`config.mk`:
```
export PLATFORM = sky130hd
export DESIGN_NAME = tt_ksv_perceptron_inference
export DESIGN_NICKNAME = d
export VERILOG_FILES = /design/src/rtl/ksv_perceptron_pkg.sv /design/src/rtl/tt_ksv_perceptron_inference_seg7.sv /design/src/rtl/tt_ksv_perceptron_inference.sv
export SDC_FILE = /design/constraint.sdc
export NUM_CORES = 1
export LEC_CHECK = 0
export ABC_AREA = 1
export CORE_MARGIN = 5
export CORE_UTILIZATION = 49
export DETAILED_ROUTE_END_ITERATION = 8
export PLACE_DENSITY = 0.77
export SYNTH_ARGS = -nofsm -noshare
export SYNTH_HDL_FRONTEND = slang
export SYNTH_SLANG_ARGS = --single-unit
```
`constraint.sdc`:
```
create_clock -name clk -period 2.6 [get_ports clk]
set_clock_uncertainty 0.2 [all_clocks]
set_input_delay 0.52 -clock clk [delete_from_list [all_inputs] [get_ports clk]]
set_output_delay 0.52 -clock clk [all_outputs]
set_load 0.005 [all_outputs]
```
`src/rtl/ksv_perceptron_pkg.sv`:
```
// ---------------------------------------------------------------------------
// ksv_perceptron_pkg
// Shared constants, FSM state type and helpers for the 7-input binary
// perceptron tile (tt_ksv_perceptron_inference) and its 7-segment decoder.
// ---------------------------------------------------------------------------
package ksv_perceptron_pkg;

    localparam int unsigned NUM_FEAT  = 7;   // binary features x0..x6
    localparam int unsigned W_W       = 4;   // signed weight / bias width
    localparam int unsigned ACC_W     = 8;   // signed accumulator width
    localparam int unsigned IDX_W     = 3;   // feature index / register address width
    localparam logic [2:0]  BIAS_ADDR = 3'd7;

    typedef enum logic [1:0] {
        IDLE = 2'd0,
        ACC  = 2'd1,
        DONE = 2'd2
    } state_t;

    // Segment patterns, bit0 = seg a .. bit6 = seg g, active-high
    localparam logic [6:0] SEG_ZERO  = 7'h3F;
    localparam logic [6:0] SEG_ONE   = 7'h06;
    localparam logic [6:0] SEG_DASH  = 7'h40;
    localparam logic [6:0] SEG_BLANK = 7'h00;

    // Sign-extend a weight/bias to accumulator width
    function automatic logic [ACC_W-1:0] sext_w(input logic [W_W-1:0] v);
        return {{(ACC_W - W_W){v[W_W-1]}}, v};
    endfunction

endpackage

```
`src/rtl/tt_ksv_perceptron_inference_seg7.sv`:
```
// ---------------------------------------------------------------------------
// ksv_seg7_decoder
// Combinational display decoder for the perceptron result.
// Ports:
//   blank - show nothing (post-reset, before the first inference)
//   dash  - inference in progress
//   y     - class result (0/1), shown when neither blank nor dash
//   seg   - 7-segment pattern, bit0 = a .. bit6 = g, active-high
// Priority: blank > dash > y.
// ---------------------------------------------------------------------------
module ksv_seg7_decoder
    import ksv_perceptron_pkg::*;
(
    input  logic       blank,
    input  logic       dash,
    input  logic       y,
    output logic [6:0] seg
);

    always_comb begin
        seg = SEG_BLANK;
        if (blank) begin
            seg = SEG_BLANK;
        end else if (dash) begin
            seg = SEG_DASH;
        end else if (y) begin
            seg = SEG_ONE;
        end else begin
            seg = SEG_ZERO;
        end
    end

endmodule

```
`src/rtl/tt_ksv_perceptron_inference.sv`:
```
// ---------------------------------------------------------------------------
// tt_ksv_perceptron_inference
// TinyTapeout tile: single binary perceptron, 7 binary features, 7 signed
// 4-bit weights plus a signed 4-bit bias. Weights/bias are written over
// uio_in, inference starts on a rising edge of ui_in[7], and the class is
// shown on a 7-segment display.
// Ports:
//   clk     - system clock
//   rst_n   - asynchronous active-low reset
//   ena     - tile enable (unused by the logic)
//   ui_in   - [6:0] feature vector x, [7] start request (rising edge)
//   uio_in  - [7] write enable, [6:4] address (0-6 = w0..w6, 7 = bias),
//             [3:0] signed value
//   uo_out  - [6:0] 7-segment pattern (a..g), [7] result valid
//   uio_out - constant 0
//   uio_oe  - constant 0 (all uio pins are inputs)
// ---------------------------------------------------------------------------
module tt_ksv_perceptron_inference
    import ksv_perceptron_pkg::*;
(
    input  logic       clk,
    input  logic       rst_n,
    input  logic       ena,
    input  logic [7:0] ui_in,
    input  logic [7:0] uio_in,
    output logic [7:0] uo_out,
    output logic [7:0] uio_out,
    output logic [7:0] uio_oe
);

    // Register file: entries 0..6 are weights, entry BIAS_ADDR is the bias
    logic [W_W-1:0]   regs [0:NUM_FEAT];

    state_t           state;
    state_t           state_next;

    // x_lat[7] is tied low so the 3-bit index never selects past the vector
    logic [7:0]       x_lat;
    logic [ACC_W-1:0] acc;
    logic [ACC_W-1:0] acc_next;
    logic [IDX_W-1:0] idx;
    logic             start_q;
    logic             start_edge;

    logic             valid_q;
    logic             disp_blank;
    logic             disp_dash;
    logic             y_q;
    logic [6:0]       seg;

    logic             wr_en;
    logic [2:0]       wr_addr;
    logic [W_W-1:0]   wr_data;

    logic             do_write;
    logic             do_start;
    logic             do_step;
    logic             do_finish;

    logic             unused_ena;

    assign unused_ena = &{1'b0, ena};

    assign wr_en      = uio_in[7];
    assign wr_addr    = uio_in[6:4];
    assign wr_data    = uio_in[3:0];
    assign start_edge = ui_in[7] & ~start_q;

    assign acc_next = acc + (x_lat[idx] ? sext_w(regs[idx]) : '0);

    // -----------------------------------------------------------------------
    // FSM: state register
    // -----------------------------------------------------------------------
    always_ff @(posedge clk or negedge rst_n) begin
        if (!rst_n) begin
            state <= IDLE;
        end else begin
            state <= state_next;
        end
    end

    // -----------------------------------------------------------------------
    // FSM: next state and datapath controls
    // -----------------------------------------------------------------------
    always_comb begin
        state_next = state;
        do_write   = 1'b0;
        do_start   = 1'b0;
        do_step    = 1'b0;
        do_finish  = 1'b0;
        case (state)
            IDLE, DONE: begin
                do_write = wr_en;
                if (start_edge) begin
                    do_start   = 1'b1;
                    state_next = ACC;
                end
            end
            ACC: begin
                do_step = 1'b1;
                if (idx == IDX_W'(NUM_FEAT - 1)) begin
                    do_finish  = 1'b1;
                    state_next = DONE;
                end
            end
            default: begin
                state_next = IDLE;
            end
        endcase
    end

    // -----------------------------------------------------------------------
    // Register file
    // -----------------------------------------------------------------------
    always_ff @(posedge clk or negedge rst_n) begin
        if (!rst_n) begin
            for (int unsigned i = 0; i <= NUM_FEAT; i++) begin
                regs[i] <= '0;
            end
        end else if (do_write) begin
            regs[wr_addr] <= wr_data;
        end
    end

    // -----------------------------------------------------------------------
    // Start edge detector (samples every cycle, regardless of state)
    // -----------------------------------------------------------------------
    always_ff @(posedge clk or negedge rst_n) begin
        if (!rst_n) begin
            start_q <= 1'b0;
        end else begin
            start_q <= ui_in[7];
        end
    end

    // -----------------------------------------------------------------------
    // Accumulator datapath and result/display registers
    // -----------------------------------------------------------------------
    always_ff @(posedge clk or negedge rst_n) begin
        if (!rst_n) begin
            x_lat      <= '0;
            acc        <= '0;
            idx        <= '0;
            valid_q    <= 1'b0;
            disp_blank <= 1'b1;
            disp_dash  <= 1'b0;
            y_q        <= 1'b0;
        end else begin
            if (do_start) begin
                x_lat      <= {1'b0, ui_in[6:0]};
                acc        <= sext_w(regs[BIAS_ADDR]);
                idx        <= '0;
                valid_q    <= 1'b0;
                disp_blank <= 1'b0;
                disp_dash  <= 1'b1;
            end else if (do_step) begin
                acc <= acc_next;
                idx <= idx + 1'b1;
                if (do_finish) begin
                    // Non-negative final sum (including zero) is class 1
                    y_q       <= ~acc_next[ACC_W-1];
                    valid_q   <= 1'b1;
                    disp_dash <= 1'b0;
                end
            end
        end
    end

    ksv_seg7_decoder u_seg7 (
        .blank (disp_blank),
        .dash  (disp_dash),
        .y     (y_q),
        .seg   (seg)
    );

    assign uo_out  = {valid_q, seg};
    assign uio_out = 8'h00;
    assign uio_oe  = 8'h00;

endmodule

```
Word level (Yosys, flattened, before mapping)
Cells that the tools add are included.

Register bits after elaboration: 57. Input bits: 19. Output and inout port bits: 24. Logic and storage cells: 73.

$add $sub $neg: 2. $lt $le $gt $ge: 4. Equal/unequal tests: 5. Multiplexer cells: 31. Bitwise logic cells: 6. Reduce and logical (&&, ||, !) cells: 8.

Operator list (number): 32-bit bitwise mux (1); 8-bit 2-to-1 mux (3); 7-bit 2-to-1 mux (2); 1-bit 2-to-1 mux (13); 4-bit binary-select mux with 3-bit select (1); 4-bit demux with 3-bit select (1); 4-bit 2-to-1 mux (3); 8-bit adder (1); 4-bit greater-or-equal comparator, second input constant (2); 3-bit NOT with 4-bit output (2); 3-bit 2-to-1 mux (2); 6-bit 2-to-1 mux (1); 3-bit by 4-bit < comparator with 1-bit output, second input constant (1); 4-bit by 1-bit < comparator with 1-bit output, second input constant (1); 2-bit 2-to-1 mux (2); 2-bit inequality test, second input constant (2); 2-bit case mux with 2 select lines (1); 2-bit AND reduction (2); 2-bit nonzero test (2); 3-bit by 1-bit adder with 3-bit output, second input constant (1); 1-bit binary-select mux with 3-bit select (1); 3-bit == test, second input constant (1); 1-bit NOT (3); 3-bit AND reduction (1); 6 further kinds (6).

Longest topological paths before layout
Depth after elaboration: 8. Mapped depth: 21. Mapped depth without buffers: 20.

Hierarchy
A second synthesis with hierarchy kept.

Cell total of the unflattened synthesis: 392. Area, all modules: 3109.2 um^2.

Modules (own cells, without submodules): tt_ksv_perceptron_inference (instances 1, cells each 382, area an instance 3051.7 um^2, seq. area each 1427.6 um^2); ksv_seg7_decoder (instances 1, cells each 10, area an instance 57.6 um^2, seq. area each 0.0 um^2).

Worst setup path after synthesis
Ideal clock, no wire load.

Path kind: register -> register. Start: reg idx[0]. End: reg acc[6]. Setup time: 0.141 ns. Data arrival time: 2.402 ns. Data required time: 2.259 ns. Slack: -0.143 ns. Stages on the path, launching flop included: 22. Path buffers: 2. Clock period less this slack: 2.743 ns. Cell sequence: dfrtp_1 > inv_2 > buf_6 > buf_2 > nor2_1 > o22ai_1 > nand2_1 > nand2_1 > nand2_1 > inv_1 > ha_1 > inv_1 > fa_1 > inv_1 > nand3_1 > nand2_1 > nand2_1 > nand2_1 > a21oi_1 > and2_1 > o21ai_0 > a21oi_1.

Longest elaborated chain between the ends: 8. Elaborated cells on any way between the ends: 10. Those cells by class: 1 x add/sub; 8 x mux; 1 x bitwise.

Ends and longest elaborated chain: start, declared (line tt_ksv_perceptron_inference.sv:41) `logic [IDX_W-1:0] idx;`; start signal, assigned (line tt_ksv_perceptron_inference.sv:158) `idx <= idx + 1'b1;`; 3-bit NOT with 4-bit output (implied by the code) (line tt_ksv_perceptron_inference.sv:69) `assign acc_next = acc + (x_lat[idx] ? sext_w(regs[idx]) : '0);`; 4-bit binary-select mux with 3-bit select (line tt_ksv_perceptron_inference.sv:69); 4-bit 2-to-1 mux (implied by the code) (2 in a row) (line tt_ksv_perceptron_inference.sv:69); 8-bit 2-to-1 mux (*) (line tt_ksv_perceptron_inference.sv:69); 8-bit adder (*) (line tt_ksv_perceptron_inference.sv:69); 8-bit 2-to-1 mux (*) (line tt_ksv_perceptron_inference.sv:156) `end else if (do_step) begin`; 8-bit 2-to-1 mux (*) (line tt_ksv_perceptron_inference.sv:149) `if (do_start) begin`; end signal, assigned (line tt_ksv_perceptron_inference.sv:151) `acc <= sext_w(regs[BIAS_ADDR]);`; end signal, assigned (line tt_ksv_perceptron_inference.sv:157) `acc <= acc_next;`; end, declared (line tt_ksv_perceptron_inference.sv:39) `logic [ACC_W-1:0] acc;`.

Mark *: on every way between the ends. The rest lies on a longest branch, timed or not. The select of a mux whose other input is x is not followed. A chain may end at the register's enable or synchronous reset.

Worst setup path in the final report
Ends and elaborated chain as after synthesis.

==> out/qor.yml <==
async_flop_share: 1.00
max_cap_viol_count: 0
setup_violations: 2
synth_seq_cells: 57
synth-edff-count: 0
hold_violations: 0
clock-root-buffer: "clkbuf_8"
synth_area_leaders: "dfrtp_1 (45%), nand2_1 (11%), o21ai_0 (8.6%)"
r2r_slack_ns: -0.07
grt_max_degree: 58
ys_seq_area_frac: 0.462
fin_tns_setup_ns: -0.108
dr_total_vias: 2690
numCtsBuffers: 9
route.detailed.drc: 0
synth_top_area_frac: 0.453
final_area_um2: 3990
htreeDepth: 3
postLayoutCoreUtil: 0.639
rsz0062_at_grt: "yes"
post-route-min-period_ns: 2.67
synth_area_per_cell_um2: 7.99
diodes: 0
fp.coreArea_um2: 6240
synthFlopType: "dfrtp_1"
worstSetupEndpointType: "register"
crit_arrival_ns: 2.70
nets: 473
drv_slew: 0
cp_max_fo: 6
drive_above_1_share: 0.212
place_area_um2: 3510
yosysWarnings: 0
hold_path.class: "reg -> reg"
die_area_um2: 8000
wirelength_um: 7310
synth.top_cells.by_count: "nand2_1 (91), dfrtp_1 (56), o21ai_0 (53), inv_1 (39), nor2_1 (35)"
crit_required_ns: 2.63
overflow: 0
synth_area_leader_cell: "dfrtp_1"
synth_cell_types: 31
timing.final.crit_share: 1.03
grt_use_total: 0.200
clk_latency_ns: 0.35
rows: 29
place_congestion: 0.853
cts_tree: "built"
dpl.hpwl_um: 4870
pin_count: 43
crit_type: "reg -> reg"
hold_ws_ns: 0.272
max_slew_margin: 0.649
clock-sinks: 57
syn-instance-count: 387
synth.most_common_cell: "nand2_1"
syn_area_um2: 3090
start_util: 0.495
port_buffers: 25
clock.fmax_ghz: 0.375
worst_slew_pin_slew_ns: 0.525
ir_worst_vdd_mv: 0.986
grt_pass1_vias: 2677
start_kind: "register"
cellPowerDensity_nw_per_um2: 1430
drt-initial-drc-count: 135
clock_path_buffers: 2
antenna_found_initial: 0
reg2reg_depth: 20
dr.pass1.iters: 4
p_leak_nw: 1.92
dieWidth_um: 89.4
syn2layout_area_growth_pct: 28.9
clk_pin_slew_ns: 0.06
whs_path_depth: 2
vias_per_cell: 5.12
grt_pass1_wl_um: 12100
setup_ws_ns: -0.0650
outcome: "finished, violations left"
violations: "setup timing"
die_h_um: 89.4
wl_per_cell_um: 13.9
antenna_left: 0
==> through the flow <==
step | total power [mW] | instances | setup slack (ns)
after floorplan | 3.31 | 402 | -0.00637
after global placement | 4.01 | 502 | -0.0657
after detailed placement | 4.13 | 502 | -0.0983
after CTS | 5.29 | 525 | -0.0241
after global routing | 6.18 | 525 | -0.280
final | 5.69 | 525 | -0.0650
==> repair_timing <==
action | CTS | global route
cloned | 1 | 0
resized for setup | 15 | 33
setup buffers | 6 | 0
endpoints found under the hold margin | 56 | 0
pin swaps | 0 | 5
hold buffers | 1 | 0
setup endpoints to repair | 4 | 7
==> cells in the final DEF (no fill, tap or decap), types with 2 or more instances in the layout <==
cell and count:
xor2_1 2, inv_4 2, clkbuf_8 11, a21oi_2 5
ha_1 4, nand3_1 16, clkdlybuf4s50_1 24, inv_1 33
clkinv_2 2, a21oi_4 3, a31oi_1 2, inv_2 7
nand2_2 9, nor2_1 35, ha_4 5, buf_12 3
o21ai_1 9, nor3_1 2, o22ai_1 4, conb_1 16
nand2_4 4, buf_6 2, a21oi_1 13, nand2_1 88
dfrtp_1 55, nand3_2 3, buf_4 28, o21ai_0 43
==> layer usage <==
metal,vias to the layer above,GRT usage,part of all wire
li1,1331,-,-
met1,1285,0.228,0.42
met2,61,0.358,0.52
met3,13,0.0581,0.044
met4,0,0.0704,0.015
met5,-,0,0
==> final cells by class <==
| cell class | instances | area [um^2] |
|---|---|---|
| flip-flops and latches | 57 | 1430 |
| repair buffers | 60 | 576 |
| inverters | 42 | 163 |
| well taps | 77 | 96.3 |
| fillers | 505 | 2260 |
| clock buffers | 12 | 155 |
| multi-input cells | 274 | 1530 |
| clock inverters | 3 | 40.0 |
==> worst paths after layout <==
check                                  startpoint                endpoint
setup / recovery               idx[0]$_DFFE_PN0P_      acc[6]$_DFFE_PN0P_
hold / removal             disp_blank$_DFFE_PN1P_  disp_blank$_DFFE_PN1P_
setup reg to reg               idx[0]$_DFFE_PN0P_      acc[6]$_DFFE_PN0P_
hold reg to reg            disp_blank$_DFFE_PN1P_  disp_blank$_DFFE_PN1P_
max in group asynchronous                   rst_n  disp_blank$_DFFE_PN1P_
min in group asynchronous                   rst_n    regs[12]$_DFFE_PN0P_
==> registers in the layout, summed over array words and instances, names as in the netlist <==
register    cells
acc             8
disp_blank      1
y_q             1
regs           32
state           2
x_lat           7
start_q         1
valid_q         1
idx             3
disp_dash       1
==> cells by family (layout without fill, tap and decap cells) <==
kind of cell	count (synthesis)	count (layout)	synth area share
compound gates	85	85	0.146
buf+inv	71	117	0.118
xor+xnor	2	2	0.00567
other cells	1	16	0.00121
simple gates	161	161	0.225
flops	57	57	0.462
fa+ha+maj	10	10	0.0429
==> power by group <==
group / internal [mW] / leakage [nW] / switching [mW]
Sequential: 1.32 / 0.690 / 0.268
Combinational: 1.54 / 1.13 / 1.73
Clock: 0.486 / 0.102 / 0.347
==> critical path, stage by stage, from the launching register on <==
cell and delay [ns]:
dfrtp_2 0.48, buf_12 0.16, a21oi_4 0.14, o21ai_2 0.06, o21ai_1 0.08, nand2_1 0.07, nand2_1 0.07, nand2_1 0.05
inv_2 0.06, ha_4 0.13, inv_2 0.04, fa_2 0.34, inv_2 0.06, nand3_2 0.06, nand2_2 0.07, nand2_1 0.06
nand2_1 0.07, a21oi_2 0.06, and2_1 0.13, o21ai_1 0.11, a21oi_1 0.07
No activity file was read; power rests on OpenSTA's default activity.
